===== src/rtl/sprite_pkg.sv =====
// rtl/sprite_pkg.sv - shared constants, base-address table and enums for the sprite ROM
package sprite_pkg;

  localparam int SPRITE_W     = 45;
  localparam int SPRITE_WORDS = 2025;
  localparam int N_SPRITES    = 13;
  localparam int EMPTY_IDX    = 12;
  localparam int MAX_RC       = SPRITE_W - 1;
  localparam int ADDR_W       = 15;
  localparam int DATA_W       = 12;

  typedef enum logic [1:0] {
    OWN_NONE = 2'd0,
    OWN_VGA  = 2'd1,
    OWN_AUX  = 2'd2
  } owner_t;

  typedef enum logic [3:0] {
    PC_B_ROOK   = 4'd0,
    PC_B_KNIGHT = 4'd1,
    PC_B_BISHOP = 4'd2,
    PC_B_QUEEN  = 4'd3,
    PC_B_KING   = 4'd4,
    PC_B_PAWN   = 4'd5,
    PC_W_PAWN   = 4'd6,
    PC_W_ROOK   = 4'd7,
    PC_W_KNIGHT = 4'd8,
    PC_W_BISHOP = 4'd9,
    PC_W_QUEEN  = 4'd10,
    PC_W_KING   = 4'd11,
    PC_EMPTY    = 4'd12
  } piece_t;

  // First word of each sprite: index * SPRITE_WORDS.
  localparam logic [ADDR_W-1:0] SPRITE_BASE [N_SPRITES] = '{
    15'd0,     15'd2025,  15'd4050,  15'd6075,  15'd8100,
    15'd10125, 15'd12150, 15'd14175, 15'd16200, 15'd18225,
    15'd20250, 15'd22275, 15'd24300
  };

endpackage


===== src/rtl/sprite_addr_calc.sv =====
// rtl/sprite_addr_calc.sv - clamps (piece,row,col) and forms base + row*45 + col
module sprite_addr_calc
  import sprite_pkg::*;
(
  input  logic [3:0]        i_piece,
  input  logic [5:0]        i_row,
  input  logic [5:0]        i_col,
  output logic [ADDR_W-1:0] o_addr,
  output logic              o_range_err
);

  logic              w_piece_bad;
  logic              w_row_bad;
  logic              w_col_bad;
  logic [3:0]        w_piece;
  logic [5:0]        w_row;
  logic [5:0]        w_col;
  logic [ADDR_W-1:0] w_row15;
  logic [ADDR_W-1:0] w_row_x45;

  assign w_piece_bad = (i_piece > 4'(EMPTY_IDX));
  assign w_row_bad   = (i_row > 6'(MAX_RC));
  assign w_col_bad   = (i_col > 6'(MAX_RC));

  // Bad pieces fall back to the empty tile; bad coordinates to the tile origin.
  assign w_piece = w_piece_bad ? 4'(EMPTY_IDX) : i_piece;
  assign w_row   = w_row_bad ? 6'd0 : i_row;
  assign w_col   = w_col_bad ? 6'd0 : i_col;

  assign w_row15   = {9'd0, w_row};
  assign w_row_x45 = (w_row15 << 5) + (w_row15 << 3) + (w_row15 << 2) + w_row15;

  assign o_addr      = SPRITE_BASE[w_piece] + w_row_x45 + {9'd0, w_col};
  assign o_range_err = w_piece_bad | w_row_bad | w_col_bad;

endmodule


===== src/rtl/sprite_rom_arbiter.sv =====
// rtl/sprite_rom_arbiter.sv - shares the sprite ROM between VGA (priority) and aux reader
module sprite_rom_arbiter
  import sprite_pkg::*;
(
  input  logic              i_clk,
  input  logic              i_reset,
  input  logic              i_vga_req,
  input  logic [3:0]        i_vga_piece,
  input  logic [5:0]        i_vga_row,
  input  logic [5:0]        i_vga_col,
  input  logic              i_aux_req,
  input  logic [3:0]        i_aux_piece,
  input  logic [5:0]        i_aux_row,
  input  logic [5:0]        i_aux_col,
  output logic              o_aux_gnt,
  output logic [ADDR_W-1:0] o_rom_addr,
  input  logic [DATA_W-1:0] i_rom_data,
  output logic              o_vga_valid,
  output logic [DATA_W-1:0] o_vga_data,
  output logic              o_aux_valid,
  output logic [DATA_W-1:0] o_aux_data,
  output logic [7:0]        o_aux_starve,
  output logic              o_range_err
);

  logic              w_issue;
  logic [3:0]        w_sel_piece;
  logic [5:0]        w_sel_row;
  logic [5:0]        w_sel_col;
  logic [ADDR_W-1:0] w_addr;
  logic              w_range_err;

  logic [ADDR_W-1:0] r_rom_addr;
  owner_t            r_tag_issue;
  owner_t            r_tag_ret;
  logic [DATA_W-1:0] r_vga_hold;
  logic [DATA_W-1:0] r_aux_hold;
  logic [7:0]        r_aux_starve;
  logic              r_range_err;

  assign w_issue     = i_vga_req | i_aux_req;
  assign w_sel_piece = i_vga_req ? i_vga_piece : i_aux_piece;
  assign w_sel_row   = i_vga_req ? i_vga_row   : i_aux_row;
  assign w_sel_col   = i_vga_req ? i_vga_col   : i_aux_col;

  sprite_addr_calc u_addr_calc (
    .i_piece     (w_sel_piece),
    .i_row       (w_sel_row),
    .i_col       (w_sel_col),
    .o_addr      (w_addr),
    .o_range_err (w_range_err)
  );

  // Owner tag walks issue -> return so rom_data is steered one cycle after rom_addr.
  always_ff @(posedge i_clk) begin
    if (i_reset) begin
      r_rom_addr  <= '0;
      r_tag_issue <= OWN_NONE;
      r_tag_ret   <= OWN_NONE;
    end else begin
      if (i_vga_req) begin
        r_rom_addr  <= w_addr;
        r_tag_issue <= OWN_VGA;
      end else if (i_aux_req) begin
        r_rom_addr  <= w_addr;
        r_tag_issue <= OWN_AUX;
      end else begin
        r_tag_issue <= OWN_NONE;
      end
      r_tag_ret <= r_tag_issue;
    end
  end

  always_ff @(posedge i_clk) begin
    if (i_reset) begin
      r_vga_hold   <= '0;
      r_aux_hold   <= '0;
      r_aux_starve <= '0;
      r_range_err  <= 1'b0;
    end else begin
      if (r_tag_ret == OWN_VGA) r_vga_hold <= i_rom_data;
      if (r_tag_ret == OWN_AUX) r_aux_hold <= i_rom_data;
      if (w_issue && w_range_err) r_range_err <= 1'b1;
      if (i_aux_req && i_vga_req) begin
        if (r_aux_starve != 8'hFF) r_aux_starve <= r_aux_starve + 8'd1;
      end else begin
        r_aux_starve <= '0;
      end
    end
  end

  assign o_aux_gnt    = i_aux_req & ~i_vga_req & ~i_reset;
  assign o_rom_addr   = r_rom_addr;
  assign o_vga_valid  = (r_tag_ret == OWN_VGA);
  assign o_aux_valid  = (r_tag_ret == OWN_AUX);
  // During a return the live ROM word is passed through; otherwise the last one is held.
  assign o_vga_data   = o_vga_valid ? i_rom_data : r_vga_hold;
  assign o_aux_data   = o_aux_valid ? i_rom_data : r_aux_hold;
  assign o_aux_starve = r_aux_starve;
  assign o_range_err  = r_range_err;

endmodule


===== config.mk =====
export PLATFORM = sky130hd
export DESIGN_NAME = sprite_rom_arbiter
export DESIGN_NICKNAME = d
export VERILOG_FILES = /design/src/rtl/sprite_pkg.sv /design/src/rtl/sprite_addr_calc.sv /design/src/rtl/sprite_rom_arbiter.sv
export SDC_FILE = /design/constraint.sdc
export NUM_CORES = 1
export LEC_CHECK = 0
export ABC_AREA = 1
export CORE_MARGIN = 1
export CORE_UTILIZATION = 50
export CTS_CLUSTER_DIAMETER = 150
export DETAILED_ROUTE_END_ITERATION = 10
export DONT_BUFFER_PORTS = 1
export GPL_TIMING_DRIVEN = 0
export SLEW_MARGIN = 20
export SYNTH_ARGS = -nofsm -noshare
export SYNTH_HDL_FRONTEND = slang
export SYNTH_SLANG_ARGS = --single-unit

===== constraint.sdc =====
create_clock -name i_clk -period 15.5 [get_ports i_clk]
set_input_delay 3.1 -clock i_clk [delete_from_list [all_inputs] [get_ports i_clk]]
set_output_delay 3.1 -clock i_clk [all_outputs]
set_load 0.05 [all_outputs]

==> out/metrics.csv, run 1 <==
metric,value,unit
Die W,92.11,µm
final cell count without fillers,685,
top_reg_cell synth,dfxtp_1,
placed cells,678,
Cells after Synth,576,
DR DRC count,0,
synthesis-to-finish area growth,6.441,%
Skew-Pair Late Insertion Delay,0.30,ns
total grt overflow,0,
post-layout min period,7.492,ns
Worst Setup Path Type,input pin to output pin,
Hold Path Class,flop to flop,
unrepaired setup endpoints after global routing,false,
Netlist Area Pre-Place,4060,µm²
I/O pin count,99,
sequential share of the synthesized area,25.64,%
Post-synth ARST share,0,%
CP max stage delay,0.76,ns
Post-Synth Simple-Gate Area,29.18,%
Setup-failing EPs final,0,
outcome,finished clean,
# Max-Cap Violations,0,
Vias,3394,
Tcrit/Tclk final,48.33,%
Worst Clk Skew,0.004950,ns
Post-CTS Resized,0,
CTS sink cnt,52,
Port Buffers,0,
Root Driver,clkbuf_8,
"delay-heaviest family, CP",simple AND/OR/NAND/NOR gates,
Psw,292.5,µW
Fmax,0.1335,GHz
Setup crit end kind,output pin,
post-DP HPWL,7.102,mm
CTS tree,yes,
critical path required time,12.40,ns
gpl congestion,0.9081,
core outline area,7807,µm²
Yosys top cell by area,dfxtp_1,
Gate power share,49.2,%
Adder-Cell Fraction of Synth Area,21.14,%
number of cell rows,32,
fillers,797,
all-layer global routing usage,21.41,%
share of power burned in registers,33.9,%
Slew Limit Fails,0,
Static Leak,2.455,nW
Area contributors post-synth,"dfxtp_1 (26%), ha_1 (13%), nand2_1 (11%), inv_1 (8.4%), fa_1 (7.9%)",
initial antenna violation count,0,
CP bufs+invs,2,
Initial DRC Count,121,
Worst VDD drop,53.59,µV
Worst slew margin,38.50,%
H-tree depth,2,
Hold Fails Final Rpt,0,
# hold bufs at CTS,0,
Fin Setup TNS,0,ns
drt first pass iters,4,
"Top cell by count, worst path",clkbuf_1,
P_int,328.5,µW
number of vias per cell,4.955,
post-synthesis compound-gate area fraction,10.05,%
pwr dens,143.7,nW/µm²
Chip Height,92.11,µm
multiplexer share of the synthesized area,0,%
vias in the first global route,3353,
DRT antenna net count,0,
Avg Inst Size Synth,7.049,µm²
Ys Warns,0,
clock power share,16.9,%
first-pass GRT wire length,14.88,mm
pre-CTS WS,7.990,ns
Arrival @ worst endpoint,4.39,ns
worst slew pin tran,0.9225,ns
"CTS clk-pin slew, worst paths",0.09,ns
Post-synth EDFFs,0,
largest net degree at the start of global routing,16,
post-synthesis xor/xnor area fraction,2.589,%
"flops & latches, synth",52,
final worst slack,8.008,ns
CP Launch Type,input pin,
wire per inst,12.38,µm
TritonCTS buffer count,5,
CP cell instances,"clkbuf_1, clkbuf_1, nor3_2",
final core utilization,55.35,%
total power,621.1,µW
DRT Wirelength,8.480,mm
share of post-route cells with drive strength above 1,10.46,%
CP max stage cell,nor3_2,
largest family of logic cells by synthesized area,simple AND/OR/NAND/NOR gates,
"critical path fanouts, max",10,
# diodes,0,
syn_nets,683,
number of setup buffers added after CTS,0,
CTS Buffer Depth,2,
Switching Share,47.10,%
Unique masters post-synth,37,
Synth top area share,25.64,%
Layout Nets,690,
die area,8484,µm²
starting density of the core,52.00,%
==> Yosys cell counts, types with 3 or more instances <==
cell and number:
dfxtp_1 52, a211oi_1 3, inv_2 5, nand3_1 21, o21ai_0 35, ha_1 43, inv_1 91, clkbuf_1 9
nand4_1 4, nor3_1 4, nand2_2 8, fa_1 16, a21oi_1 21, or2_2 24, nand3b_1 3, xor2_1 8
nand2_1 120, xnor2_1 4, buf_6 3, o21ai_1 7, nor2_1 75
==> registers in the layout, indices dropped and copies added, names as in the netlist <==
signal	cells
r_aux_hold	12
r_tag_issue	2
r_tag_ret	2
r_vga_hold	12
o_rom_addr	15
o_aux_starve	8
o_range_err	1
==> worst min-delay path: cells and delay by family, from the launching register on <==
| family | cells | cell delay, ns |
|---|---|---|
| and+or+nand+nor | 1 | 0.03 |
| DFF | 1 | 0.30 |
| buffers and inverters | 1 | 0.04 |
==> cell usage in the layout (no fill, tap or decap), types with 9 or more instances in the layout <==
master    synthesis  final
a21oi_1          21     21
nor2_1           75     75
dfxtp_1          52     52
clkbuf_1          9      9
fa_1             16     16
nand2_1         120    120
nand3_1          21     21
or2_2            24     24
ha_1             43     43
inv_1            91     91
o21ai_0          35     35
==> power by group through the flow <==
stage	registers [mW]	clock network (mW)	logic, mW
3_3_place_gp	0.213	0	0.305
6_report	0.210	0.105	0.306
4_1_cts	0.210	0.107	0.309
5_1_grt	0.212	0.112	0.363
2_1_floorplan	0.209	0	0.252
3_5_place_dp	0.214	0	0.306
==> metal layers <==
layer  GRT usage [%]  part of all wire, %  wire length [µm]
met1           25.58                   47              3957
met2           40.49                   49              4114
met3           2.405                  3.8               323
met4           5.078                  1.0                85
met5               0                    0                 0
==> kinds of logic after synthesis <==
| family | count (synthesis) |
|---|---|
| flops | 52 |
| fa+ha+maj | 59 |
| simple gates | 265 |
| compound gates | 75 |
| buf+inv | 112 |
| xor+xnor | 12 |
| other cells | 1 |
==> through the flow <==
step,cell area (µm²),hold WS [ns]
after floorplan,4060,0.3883
after global placement,4188,0.3917
after detailed placement,4193,0.3980
after CTS,4322,0.4043
after global routing,4322,0.4266
final,4322,0.4026
==> worst paths after layout <==
kind                                     start                           end  slack (ns)  cells after the start
setup reg to reg  o_aux_starve[0]$_SDFFE_PP0P_  o_aux_starve[3]$_SDFFE_PP0P_       13.38                      9
hold / removal       r_tag_issue[1]$_SDFF_PP0_       r_tag_ret[1]$_SDFF_PP0_        0.40                      2
setup / recovery                       i_reset                     o_aux_gnt        8.01                      3
hold reg to reg      r_tag_issue[1]$_SDFF_PP0_       r_tag_ret[1]$_SDFF_PP0_        0.40                      2
==> cell type report <==
class | instances | area [µm²] | share of cell area, %
multi-input cells | 412 | 2565 | 59.35
clock inverters | 2 | 60.06 | 1.390
well taps | 102 | 127.6 | 2.953
inverters | 97 | 366.6 | 8.483
flip-flops and latches | 52 | 1041 | 24.09
clock buffers | 5 | 68.82 | 1.592
plain buffers | 15 | 92.59 | 2.142
Power figures use the tool's default switching activity.
==> run 2: changes to the inputs <==
--- a/config.mk
+++ b/config.mk
@@ -12,6 +12,7 @@
 export DETAILED_ROUTE_END_ITERATION = 10
 export DONT_BUFFER_PORTS = 1
 export GPL_TIMING_DRIVEN = 0
+export PLACE_DENSITY = 0.68
 export SLEW_MARGIN = 20
 export SYNTH_ARGS = -nofsm -noshare
 export SYNTH_HDL_FRONTEND = slang
==> constraint.sdc (replaced) <==
create_clock -name i_clk -period 6.3 [get_ports i_clk]
set_input_delay 1.26 -clock i_clk [delete_from_list [all_inputs] [get_ports i_clk]]
set_output_delay 1.26 -clock i_clk [all_outputs]
set_load 0.05 [all_outputs]
==> run 2 against run 1 <==
Against the previous run:
- sequential cell count unchanged
- register-to-register slack got worse by 9.2 ns
- total power up 140%
- critical path depth up 23
- hold slack better by 0.0092 ns
- final area is 0.90% lower
- first-iteration DRC count rose by 6.6%
- non-clock buffer count unchanged
- cell count up 0.15%
- core utilization shrank 0.50 points
- clock skew fell by 0.00086 ns
- highest routed layer unchanged
==> out/metrics.csv, run 2 (synthesis gave the netlist of run 1 again) <==
metric,value,unit,change
CTS sink cnt,52,,unchanged
GRT busiest layer,met2,,unchanged
DRT Wirelength,8.330,mm,was 8.480 mm
I/O pin count,99,,unchanged
number of cell rows,32,,unchanged
post-placement cell area,4193,µm²,unchanged
largest net degree at the start of global routing,18,,was 16
grt met2 use,35.14,%,was 40.49%
number of vias per cell,5.016,,was 4.955
Worst VDD drop,134.1,µV,was 53.59 µV
TritonCTS buffer count,5,,unchanged
Worst Clk Skew,0.004089,ns,was 0.004950 ns
Setup crit end kind,flop,,was output pin
Post-CTS Resized,0,,unchanged
# hold bufs at CTS,0,,unchanged
Initial DRC Count,129,,was 121
all-layer global routing usage,19.93,%,was 21.41%
Setup-failing EPs final,0,,unchanged
core outline area,7807,µm²,unchanged
worst slew pin tran,0.9337,ns,was 0.9225 ns
wire per inst,12.14,µm,was 12.38 µm
pwr dens,341.3,nW/µm²,was 143.7 nW/µm²
Die W,92.11,µm,unchanged
Fin Setup TNS,0,ns,unchanged
synthesis-to-finish area growth,5.485,%,was 6.441%
starting density of the core,52.00,%,unchanged
max reg flops,15,,unchanged
Static Leak,2.435,nW,was 2.455 nW
CTS tree,yes,,unchanged
Hold Path Class,flop to flop,,unchanged
total grt overflow,0,,unchanged
"commonest non-fill, non-tap cell in the layout",nand2_1,,unchanged
met3 Use GR,3.400,%,was 2.405%
H-tree depth,2,,unchanged
CP startpoint,i_vga_req,,was i_reset
DRT antenna net count,0,,unchanged
Layout Nets,690,,unchanged
Port Buffers,0,,unchanged
Fmax,0.1880,GHz,
Skew-Pair Late Insertion Delay,0.30,ns,about the same
drt first pass iters,5,,was 4
most frequent cells in the layout,"nand2_1 (120), inv_1 (91), nor2_1 (75), dfxtp_1 (52), ha_1 (43)",,unchanged
vias in the first global route,3131,,was 3353
critical path required time,6.50,ns,was 12.40 ns
CP Launch Type,input pin,,unchanged
first-pass GRT wire length,13.86,mm,was 14.88 mm
Vias,3441,,was 3394
met1 usage,25.17,%,was 25.58%
"critical path fanouts, max",10,,unchanged
Hold Fails Final Rpt,0,,unchanged
share of post-route cells with drive strength above 1,10.62,%,was 10.46%
die area,8484,µm²,unchanged
Tcrit/Tclk final,84.43,%,
post-layout min period,5.319,ns,
"CTS clk-pin slew, worst paths",0.10,ns,was 0.09 ns
unrepaired setup endpoints after global routing,false,,unchanged
"Design Area, Final",4283,µm²,was 4322 µm²
Arrival @ worst endpoint,5.52,ns,was 4.39 ns
# Max-Cap Violations,0,,unchanged
initial antenna violation count,0,,unchanged
CTS Buffer Depth,2,,unchanged
Chip Height,92.11,µm,unchanged
Worst Setup Path Type,input pin to flop,,was input pin to output pin
# diodes,0,,unchanged
Slew Limit Fails,0,,unchanged
Worst slew margin,37.75,%,was 38.50%
post-DP HPWL,6.903,mm,was 7.102 mm
outcome,finished clean,,unchanged
gpl congestion,0.8793,,was 0.9081
DR DRC count,0,,unchanged
number of setup buffers added after CTS,0,,unchanged
Root Driver,clkbuf_8,,unchanged
hold wc startpoint,r_tag_issue[0]$_SDFF_PP0_,,was r_tag_issue[1]$_SDFF_PP0_
RR Startpoint,o_aux_starve[0]$_SDFFE_PP0P_,,unchanged
## run 2: layer usage
layer | vias up | routed length (µm)
met1 | 1520 | 3856
met5 | - | 0
met3 | 8 | 454
met2 | 100 | 3917
met4 | 0 | 102
li1 | 1813 | -
## run 2: cell type report
| class | instances | area [µm²] |
|---|---|---|
| clock inverters | 3 | 21.27 |
| inverters | 97 | 366.6 |
| multi-input cells | 412 | 2565 |
| clock buffers | 5 | 68.82 |
| flip-flops and latches | 52 | 1041 |
| fillers | 785 | 3525 |
| well taps | 102 | 127.6 |
| plain buffers | 15 | 92.59 |
## run 2: worst max-delay path, cell delays in order
cell and delay (ns):
buf_6 0.12, nand2_1 0.07, nand2_2 0.10, inv_2 0.18, nor2_8 0.06, inv_4 0.09
nand2_1 0.11, ha_1 0.31, nand2_1 0.07, nand2_1 0.06, o21ai_0 0.16, fa_1 0.57
inv_1 0.05, fa_1 0.52, inv_1 0.05, fa_1 0.52, inv_1 0.07, fa_1 0.49
nand3_1 0.11, nand2_1 0.09, nand2_1 0.07, nand2_1 0.06, a21oi_1 0.11, o21ai_0 0.10
nand2_1 0.07, inv_1 0.03
## run 2: metrics by stage
stage | hold slack (ns) | utilization, % | power [mW] | instances | worst slack [ns]
2_1_floorplan | 0.3883 | - | 1.135 | 576 | 1.026
3_3_place_gp | 0.3916 | 53.64 | 1.268 | 678 | 0.6810
3_5_place_dp | 0.3966 | 53.70 | 1.278 | 678 | 0.6563
4_1_cts | 0.4062 | 54.86 | 1.474 | 686 | 0.9768
5_1_grt | 0.4229 | 54.86 | 1.603 | 686 | 0.6292
6_report | 0.4118 | 54.86 | 1.462 | 686 | 0.9809
## run 2: where the power goes
part	switching (mW)	internal, mW
Combinational	0.473	0.283
Sequential	0.144	0.372
Clock	0.111	0.0790
Total	0.728	0.734
## run 2: worst paths after layout
path | slack [ns] | cells after the start | to
max reg2reg | 4.22 | 9 | o_aux_starve[3]$_SDFFE_PP0P_
min | 0.41 | 2 | r_tag_ret[0]$_SDFF_PP0_
max | 0.98 | 26 | o_rom_addr[11]$_SDFFE_PP0P_
min reg2reg | 0.41 | 2 | r_tag_ret[0]$_SDFF_PP0_
